<file path="config.mk">
export PLATFORM = sky130hd
export DESIGN_NAME = dmux8way_buffered
export DESIGN_NICKNAME = d
export VERILOG_FILES = /design/src/rtl/dmux8way_buffered_pkg.sv /design/src/rtl/dmux_slot.sv /design/src/rtl/dmux8way_buffered.sv
export SDC_FILE = /design/constraint.sdc
export NUM_CORES = 1
export LEC_CHECK = 0
export BUFFER_PORTS_ARGS = -buffer_cell sky130_fd_sc_hd__buf_4
export CAP_MARGIN = 20
export CORE_AREA = 2 2 87 131
export CTS_BUF_LIST = sky130_fd_sc_hd__clkbuf_2
export CTS_CLUSTER_DIAMETER = 200
export DETAILED_ROUTE_END_ITERATION = 12
export DIE_AREA = 0 0 89 133
export GPL_TIMING_DRIVEN = 1
export HOLD_SLACK_MARGIN = 0.1
export PLACE_DENSITY_LB_ADDON = 0.3
export SLEW_MARGIN = 20
export SYNTH_ARGS = -nofsm -noshare
export SYNTH_HDL_FRONTEND = slang
export SYNTH_SLANG_ARGS = --single-unit
</file>
<file path="constraint.sdc">
create_clock -name clk -period 2.7 [get_ports clk]
set_clock_uncertainty 0.2 [all_clocks]
set_input_delay 0.27 -clock clk [delete_from_list [all_inputs] [get_ports clk]]
set_output_delay 0.27 -clock clk [all_outputs]
set_load 0.02 [all_outputs]
</file>
<file path="src/rtl/dmux8way_buffered_pkg.sv">
// Shared constants and types for the buffered 8-way demultiplexer.
package dmux8way_buffered_pkg;

    localparam int unsigned N_WAYS = 8;
    localparam int unsigned SEL_W  = 3;
    localparam int unsigned WORD_W = 16;

    // Occupancy of a one-entry output slot.
    typedef enum logic {
        SLOT_EMPTY = 1'b0,
        SLOT_FULL  = 1'b1
    } slot_state_t;

endpackage : dmux8way_buffered_pkg

</file>
<file path="src/rtl/dmux_slot.sv">
// One-entry output holding register with a valid/ready handshake.
module dmux_slot
    import dmux8way_buffered_pkg::*;
#(
    parameter int unsigned WIDTH = WORD_W
) (
    input  logic             clk,
    input  logic             rst_n,
    input  logic             load,
    input  logic [WIDTH-1:0] d,
    input  logic             ready,
    output logic             valid,
    output logic [WIDTH-1:0] q,
    output logic             free
);

    slot_state_t      state;
    slot_state_t      state_nxt;
    logic [WIDTH-1:0] q_nxt;

    // State and data registers; reset discards any buffered word.
    always_ff @(posedge clk or negedge rst_n) begin
        if (!rst_n) begin
            state <= SLOT_EMPTY;
            q     <= '0;
        end else begin
            state <= state_nxt;
            q     <= q_nxt;
        end
    end

    // Next state: a load always wins over a same-cycle drain.
    always_comb begin
        state_nxt = state;
        q_nxt     = q;
        case (state)
            SLOT_EMPTY: begin
                if (load) begin
                    state_nxt = SLOT_FULL;
                    q_nxt     = d;
                end
            end
            SLOT_FULL: begin
                if (load) begin
                    q_nxt = d;
                end else if (ready) begin
                    state_nxt = SLOT_EMPTY;
                end
            end
            default: state_nxt = SLOT_EMPTY;
        endcase
    end

    assign valid = (state == SLOT_FULL);
    // Free when empty or being drained this cycle.
    assign free  = ~valid | ready;

endmodule : dmux_slot

</file>
<file path="src/rtl/dmux8way_buffered.sv">
// Registered 8-way demultiplexer with per-channel one-entry buffers and broadcast.
module dmux8way_buffered
    import dmux8way_buffered_pkg::*;
#(
    parameter int unsigned WIDTH = WORD_W
) (
    input  logic                    clk,
    input  logic                    rst_n,
    input  logic [WIDTH-1:0]        in_data,
    input  logic [SEL_W-1:0]        in_sel,
    input  logic                    in_bcast,
    input  logic                    in_valid,
    output logic                    in_ready,
    output logic [N_WAYS*WIDTH-1:0] out_data,
    output logic [N_WAYS-1:0]       out_valid,
    input  logic [N_WAYS-1:0]       out_ready,
    output logic                    busy
);

    logic [N_WAYS-1:0] free;
    logic [N_WAYS-1:0] load;
    logic              accept;
    logic              busy_nxt;

    // Select decode and input handshake; broadcast needs every slot free.
    always_comb begin
        in_ready = in_bcast ? (&free) : free[in_sel];
        accept   = in_valid & in_ready;
        load     = '0;
        for (int k = 0; k < int'(N_WAYS); k++) begin
            load[k] = accept & (in_bcast | (in_sel == SEL_W'(k)));
        end
        busy_nxt = |(load | (out_valid & ~out_ready));
    end

    // Busy tracks the OR of the slot valids as its own register.
    always_ff @(posedge clk or negedge rst_n) begin
        if (!rst_n) begin
            busy <= 1'b0;
        end else begin
            busy <= busy_nxt;
        end
    end

    // One holding slot per output channel.
    for (genvar g = 0; g < int'(N_WAYS); g++) begin : g_slot
        dmux_slot #(.WIDTH(WIDTH)) u_slot (
            .clk   (clk),
            .rst_n (rst_n),
            .load  (load[g]),
            .d     (in_data),
            .ready (out_ready[g]),
            .valid (out_valid[g]),
            .q     (out_data[g*WIDTH +: WIDTH]),
            .free  (free[g])
        );
    end

endmodule : dmux8way_buffered
</file>
# Word level (Yosys, flattened, before mapping)
# Cells that the tools add are included.
# word_totals
ff_bits	137
latch_bits	0
mem_bits_rw	0
mem_bits_ro	0
out_inout_bits	138
mem_count	0
# op_classes
add_sub_neg	0
multipliers	0
div	0
n_lt_le_gt_ge	1
eq_ne	7
n_shift	0
mux	43
bitwise	36
reduce_logical	3
# ops
operator	n
2-to-1 mux 16 bit	8
2-to-1 mux 1 bit	26
OR 1 bit	16
case mux 1 bit (2 select lines)	8
== test 3 bit, second input constant	4
bitwise AND 1 bit	9
bitwise AND 8 bit	1
NOT 1 bit	8
NOT 8 bit	1
OR 8 bit	1
AND reduction 8 bit	1
OR reduction 8 bit	1
== test 3 x 2 -> 1 bit, second input constant	2
less-than comparator 3 x 4 -> 1 bit, second input constant	1
binary-select mux 1 bit (select 3 bit)	1
== test 3 x 1 -> 1 bit, second input constant	1
logical NOT 3 bit	1

# Longest topological paths before layout
# logic_depth
ltp_word	9
mapped_depth	7
mapped_depth_nobuf	5

# By module
# A second synthesis with hierarchy kept.
# hier_totals
hier_cells	346
area_unflattened_um2	5800.6
# modules_own_cells
mod	instances	cells_per_inst	area_per_inst_um2
dmux_slot	8	37	683.2
dmux8way_buffered	1	50	335.3

# Worst setup path before layout
# OpenSTA, ideal clock, no wires.
# synth_timing
kind	reg-to-reg
from	reg g_slot[3].u_slot.state
to	reg g_slot[2].u_slot.q[10]
arrival_time_ps	1819
setup_slack_ps	556
path_stages_with_launch	7
synth_period_minus_slack_ps	2144
cell_sequence	dfrtp_1 nor2b_1 mux4_2 nor4_2 o21ai_2 buf_6 mux2_4
# synth_between
elab_chain_len	7
elab_cells_between_ends	8
classes_between	mux (3); bitwise (4); reduce/logical (1)
# synth_lines
item	line_no	source
from (decl)	dmux_slot.sv:17	slot_state_t state;
from (signal assigned)	dmux_slot.sv:27	state <= state_nxt;
NOT 1 bit (*)	-	
OR 1 bit (*)	dmux_slot.sv:56	assign free = ~valid | ready;
binary-select mux 1 bit (select 3 bit)	dmux8way_buffered.sv:27	in_ready = in_bcast ? (&free) : free[in_sel];
2-to-1 mux 1 bit (not written as such)	dmux8way_buffered.sv:27	
2-to-1 mux 1 bit (*)	dmux8way_buffered.sv:27	
bitwise AND 1 bit (*)	dmux8way_buffered.sv:28	accept = in_valid & in_ready;
bitwise AND 1 bit (*)	dmux8way_buffered.sv:31	load[k] = accept & (in_bcast | (in_sel == SEL_W'(k)));
to (signal assigned)	dmux_slot.sv:28	q <= q_nxt;
to (decl)	dmux_slot.sv:13	output logic [WIDTH-1:0] q,
# Mark *: on every way between the ends. The rest lies on a longest branch, timed or not. The select of a mux whose other input is x is not followed.
# A chain may end at the register's enable or synchronous reset.

# Final worst setup path
# layout_timing
from	reg g_slot[2].u_slot.state
to	out in_ready
# layout_between
elab_chain_len	5
elab_cells_between_ends	6
classes_between	mux (3); bitwise (2); reduce/logical (1)
# layout_lines
item	line_no	source
from (decl)	dmux_slot.sv:17	
from (signal assigned)	dmux_slot.sv:27	
NOT 1 bit (*)	-	
OR 1 bit (*)	dmux_slot.sv:56	
binary-select mux 1 bit (select 3 bit)	dmux8way_buffered.sv:27	
2-to-1 mux 1 bit (not written as such)	dmux8way_buffered.sv:27	
2-to-1 mux 1 bit (*)	dmux8way_buffered.sv:27	
to (decl)	dmux8way_buffered.sv:13	output logic in_ready,
# Marks and branches as above.

==> results.py <==
metrics = {
    "clock_network": {
        "cts.clk_slew.worst_paths_ns": 0.18,
        "cts.sinks": 137,
        "cts-root-buf": "clkbuf_2",
        "worstSkewPairLatency_ns": 0.67,
        "clk_path_buf_depth": 2,
        "cts_tree": "yes",
        "cts_buffers": 17,
        "cts.htree.levels": 4,
    },
    "die": {
        "coreArea_um2": 10800,
        "die_area_um2": 11800,
        "start_util": 0.515,
        "pin_count": 169,
        "die_w_um": 89,
        "die_h_um": 133,
        "placementRows": 47,
    },
    "power": {
        "p_leak_nw": 3.73,
        "power-per-cell-area_nw_per_um2": 1250,
        "ir_drop_uv": 640,
        "power.total_w": 0.00956,
    },
    "grt": {
        "antenna_found_initial": 0,
        "overflow": 0,
        "grt_pass1_wl_um": 21700,
        "groute.usage.overall": 0.247,
        "grt_pass1_vias": 3996,
        "grt_max_degree": 60,
    },
    "timing": {
        "setup_ws_ns": -0.0778,
        "worst_slew_pin_slew_ns": 0.529,
        "tns_ns": -0.0778,
        "drv_slew": 0,
        "finalSetupViolations": 1,
        "period_share": 1.03,
        "min_period_ns": 2.78,
        "max_freq_mhz": 360,
        "hold_violations": 0,
        "maxSlewHeadroom": 0.647,
        "rsz0062_at_grt": "true",
    },
    "worst_setup_path": {
        "cp_data_arrival_time_ns": 2.31,
        "critPathKind": "reg2out",
        "slowest_delay_ns": 0.47,
        "cp_max_fo": 3,
        "path_cells": "nor2b_2 -> mux4_2 -> o22ai_2 -> nor2_2 -> o21ba_4 -> buf_6",
        "path_buf_inv": 1,
        "crit_path_end_kind": "primary output",
        "crit_required_ns": 2.23,
        "crit_path_start_kind": "flop",
        "cp_slowest_cell": "mux4_2",
        "crit_family": "multiplexers",
    },
    "synth": {
        "syn-cell-area_um2": 5570,
        "ys_ff_latch": 137,
        "ys_types": 25,
        "synth.area.top_cells": "dfrtp_1 62%, mux2_2 16%, mux2_4 9.7%, mux2_1 2.2%, buf_6 1.6%",
        "syn_avg_cell_area_um2": 16.5,
        "yosysTopAreaCellShare": 0.615,
        "synth_nets": 368,
        "synth_warnings": 0,
        "synth_cells": 337,
        "synth_largest_area_cell": "dfrtp_1",
        "synth_seq_area_share": 0.615,
    },
    "final_layout": {
        "fillers": 759,
        "synthToLayoutAreaGrowth_pct": 37.7,
        "diodes": 0,
        "multi_input_area_um2": 2010,
        "regArea_um2": 3430,
        "utilization": 0.709,
        "instances_no_fill": 719,
        "drive_above_1_share": 0.622,
        "layout.nets": 590,
    },
    "placement": {
        "dp_hpwl_um": 9300,
        "port_buffers": 168,
        "place_inst": 649,
        "place.gp.congestion": 0.928,
        "preCtsSetupSlack_ns": 0.276,
    },
    "drt": {
        "first_pass_iters": 5,
        "detail-route-antenna-nets": 0,
        "drc": 0,
        "drt-total-wl_um": 13800,
        "drt_iter0_markers": 149,
        "wl_per_cell_um": 19.2,
        "vias": 3647,
        "vias_per_cell": 5.07,
    },
    "run_status": {
        "status": "finished with violations",
        "violations": "setup timing",
    },
    "job": {
        "cap_violations": 0,
    },
    "min_path": {
        "hold_class": "in2reg",
    },
}
[report_power, final]
group	switching (W)	internal, W
Clock	0.000721	0.000414
Sequential	0.000575	0.00305
Combinational	0.00237	0.00242
[cells in the final DEF, fill, tap and decap left out, types with 2 or more instances in the layout]
| cell | synthesis | final |
|---|---|---|
| o21ai_2 | 4 | 4 |
| mux2_2 | 81 | 81 |
| bufinv_16 | 0 | 2 |
| o21ai_4 | 4 | 4 |
| clkinvlp_4 | 0 | 3 |
| dfrtp_1 | 137 | 137 |
| o221ai_1 | 2 | 2 |
| inv_1 | 2 | 2 |
| nor4_2 | 4 | 5 |
| buf_4 | 9 | 181 |
| clkbuf_2 | 0 | 18 |
| mux2_4 | 36 | 36 |
| nand2b_1 | 10 | 10 |
| nor2b_4 | 0 | 2 |
| clkinv_2 | 0 | 5 |
| mux2_1 | 11 | 11 |
| nor2b_1 | 5 | 2 |
| buf_6 | 8 | 2 |
| clkinv_4 | 0 | 2 |
| nor3_1 | 5 | 5 |
| dlygate4sd3_1 | 0 | 33 |
| nand2_1 | 8 | 8 |
| clkinv_1 | 0 | 2 |
| buf_12 | 0 | 4 |
[logic make-up after synthesis]
| family | count (synthesis) | synth area share |
|---|---|---|
| flip-flops | 137 | 0.615 |
| multiplexers | 129 | 0.287 |
| AND/OR/NAND/NOR | 37 | 0.0409 |
| buffers and inverters | 20 | 0.0305 |
| AO/OA/AOI/OAI | 14 | 0.0261 |
[sequential cells by signal, summed over array words and instances, names as in the netlist]
register / count
busy: 1
g_slot.u_slot.q: 128
g_slot.u_slot.valid: 8
[synthesized netlist by cell type (all sizes together)]
cell and count:
nand4 1, nor2b 5, mux4 1, nand2b 10, nor2 1, inv 2
o21ai 9, o22ai 2, nand2 8, o21ba 1, o221ai 2, or2 2
dfrtp 137, mux2 128, nor3 5, buf 18, nor4 5
[timing repair]
action	4_1_cts	5_1_grt
setup buffers	2	2
hold endpoints to repair	274	0
endpoints found under the setup margin	1	1
gates resized for setup	3	6
hold buffers	34	0
pin swaps	1	2
[through the flow]
stage               hold WS [ns]  cell area (µm²)
floorplan                 -0.226             5570
global placement          0.0462             7030
detailed placement        0.0493             7030
CTS                        0.137             7640
global route               0.139             7670
finish                     0.216             7670
[cell type report]
type,count,area share
tap,147,0.0240
clock inverter,14,0.0173
multi-input combinational,180,0.262
clock buffer,18,0.0117
timing repair buffer,221,0.237
sequential,137,0.447
inverter,2,0.000978
[final timing paths]
| kind | endpoint | slack [ns] | startpoint | cells past startpoint |
|---|---|---|---|---|
| min in group asynchronous | g_slot[7].u_slot.q[9] | 0.46 | rst_n | 4 |
| max | in_ready | -0.08 | g_slot[2].u_slot.valid | 6 |
| min | g_slot[2].u_slot.valid | 0.22 | out_ready[2] | 4 |
| min reg2reg | g_slot[4].u_slot.q[11] | 0.32 | g_slot[4].u_slot.q[11] | 1 |
| max in group asynchronous | g_slot[0].u_slot.q[14] | 1.51 | rst_n | 4 |
| max reg2reg | busy | 0.10 | g_slot[2].u_slot.valid | 6 |
[worst min-delay path, delay by kind of cell]
family	cells	cell delay, ns
buffers and inverters	2	0.63
and+or+nand+nor	2	0.17
[per-layer routing]
metal  up-vias  global-route usage  wire [µm]
met2       161               0.413       7170
met5         -                   0          0
met4         0              0.0862        218
met1      1829               0.295       5400
li1       1637                   -          -
met3        20              0.0817       1050
No activity file was read; power rests on OpenSTA's default activity.
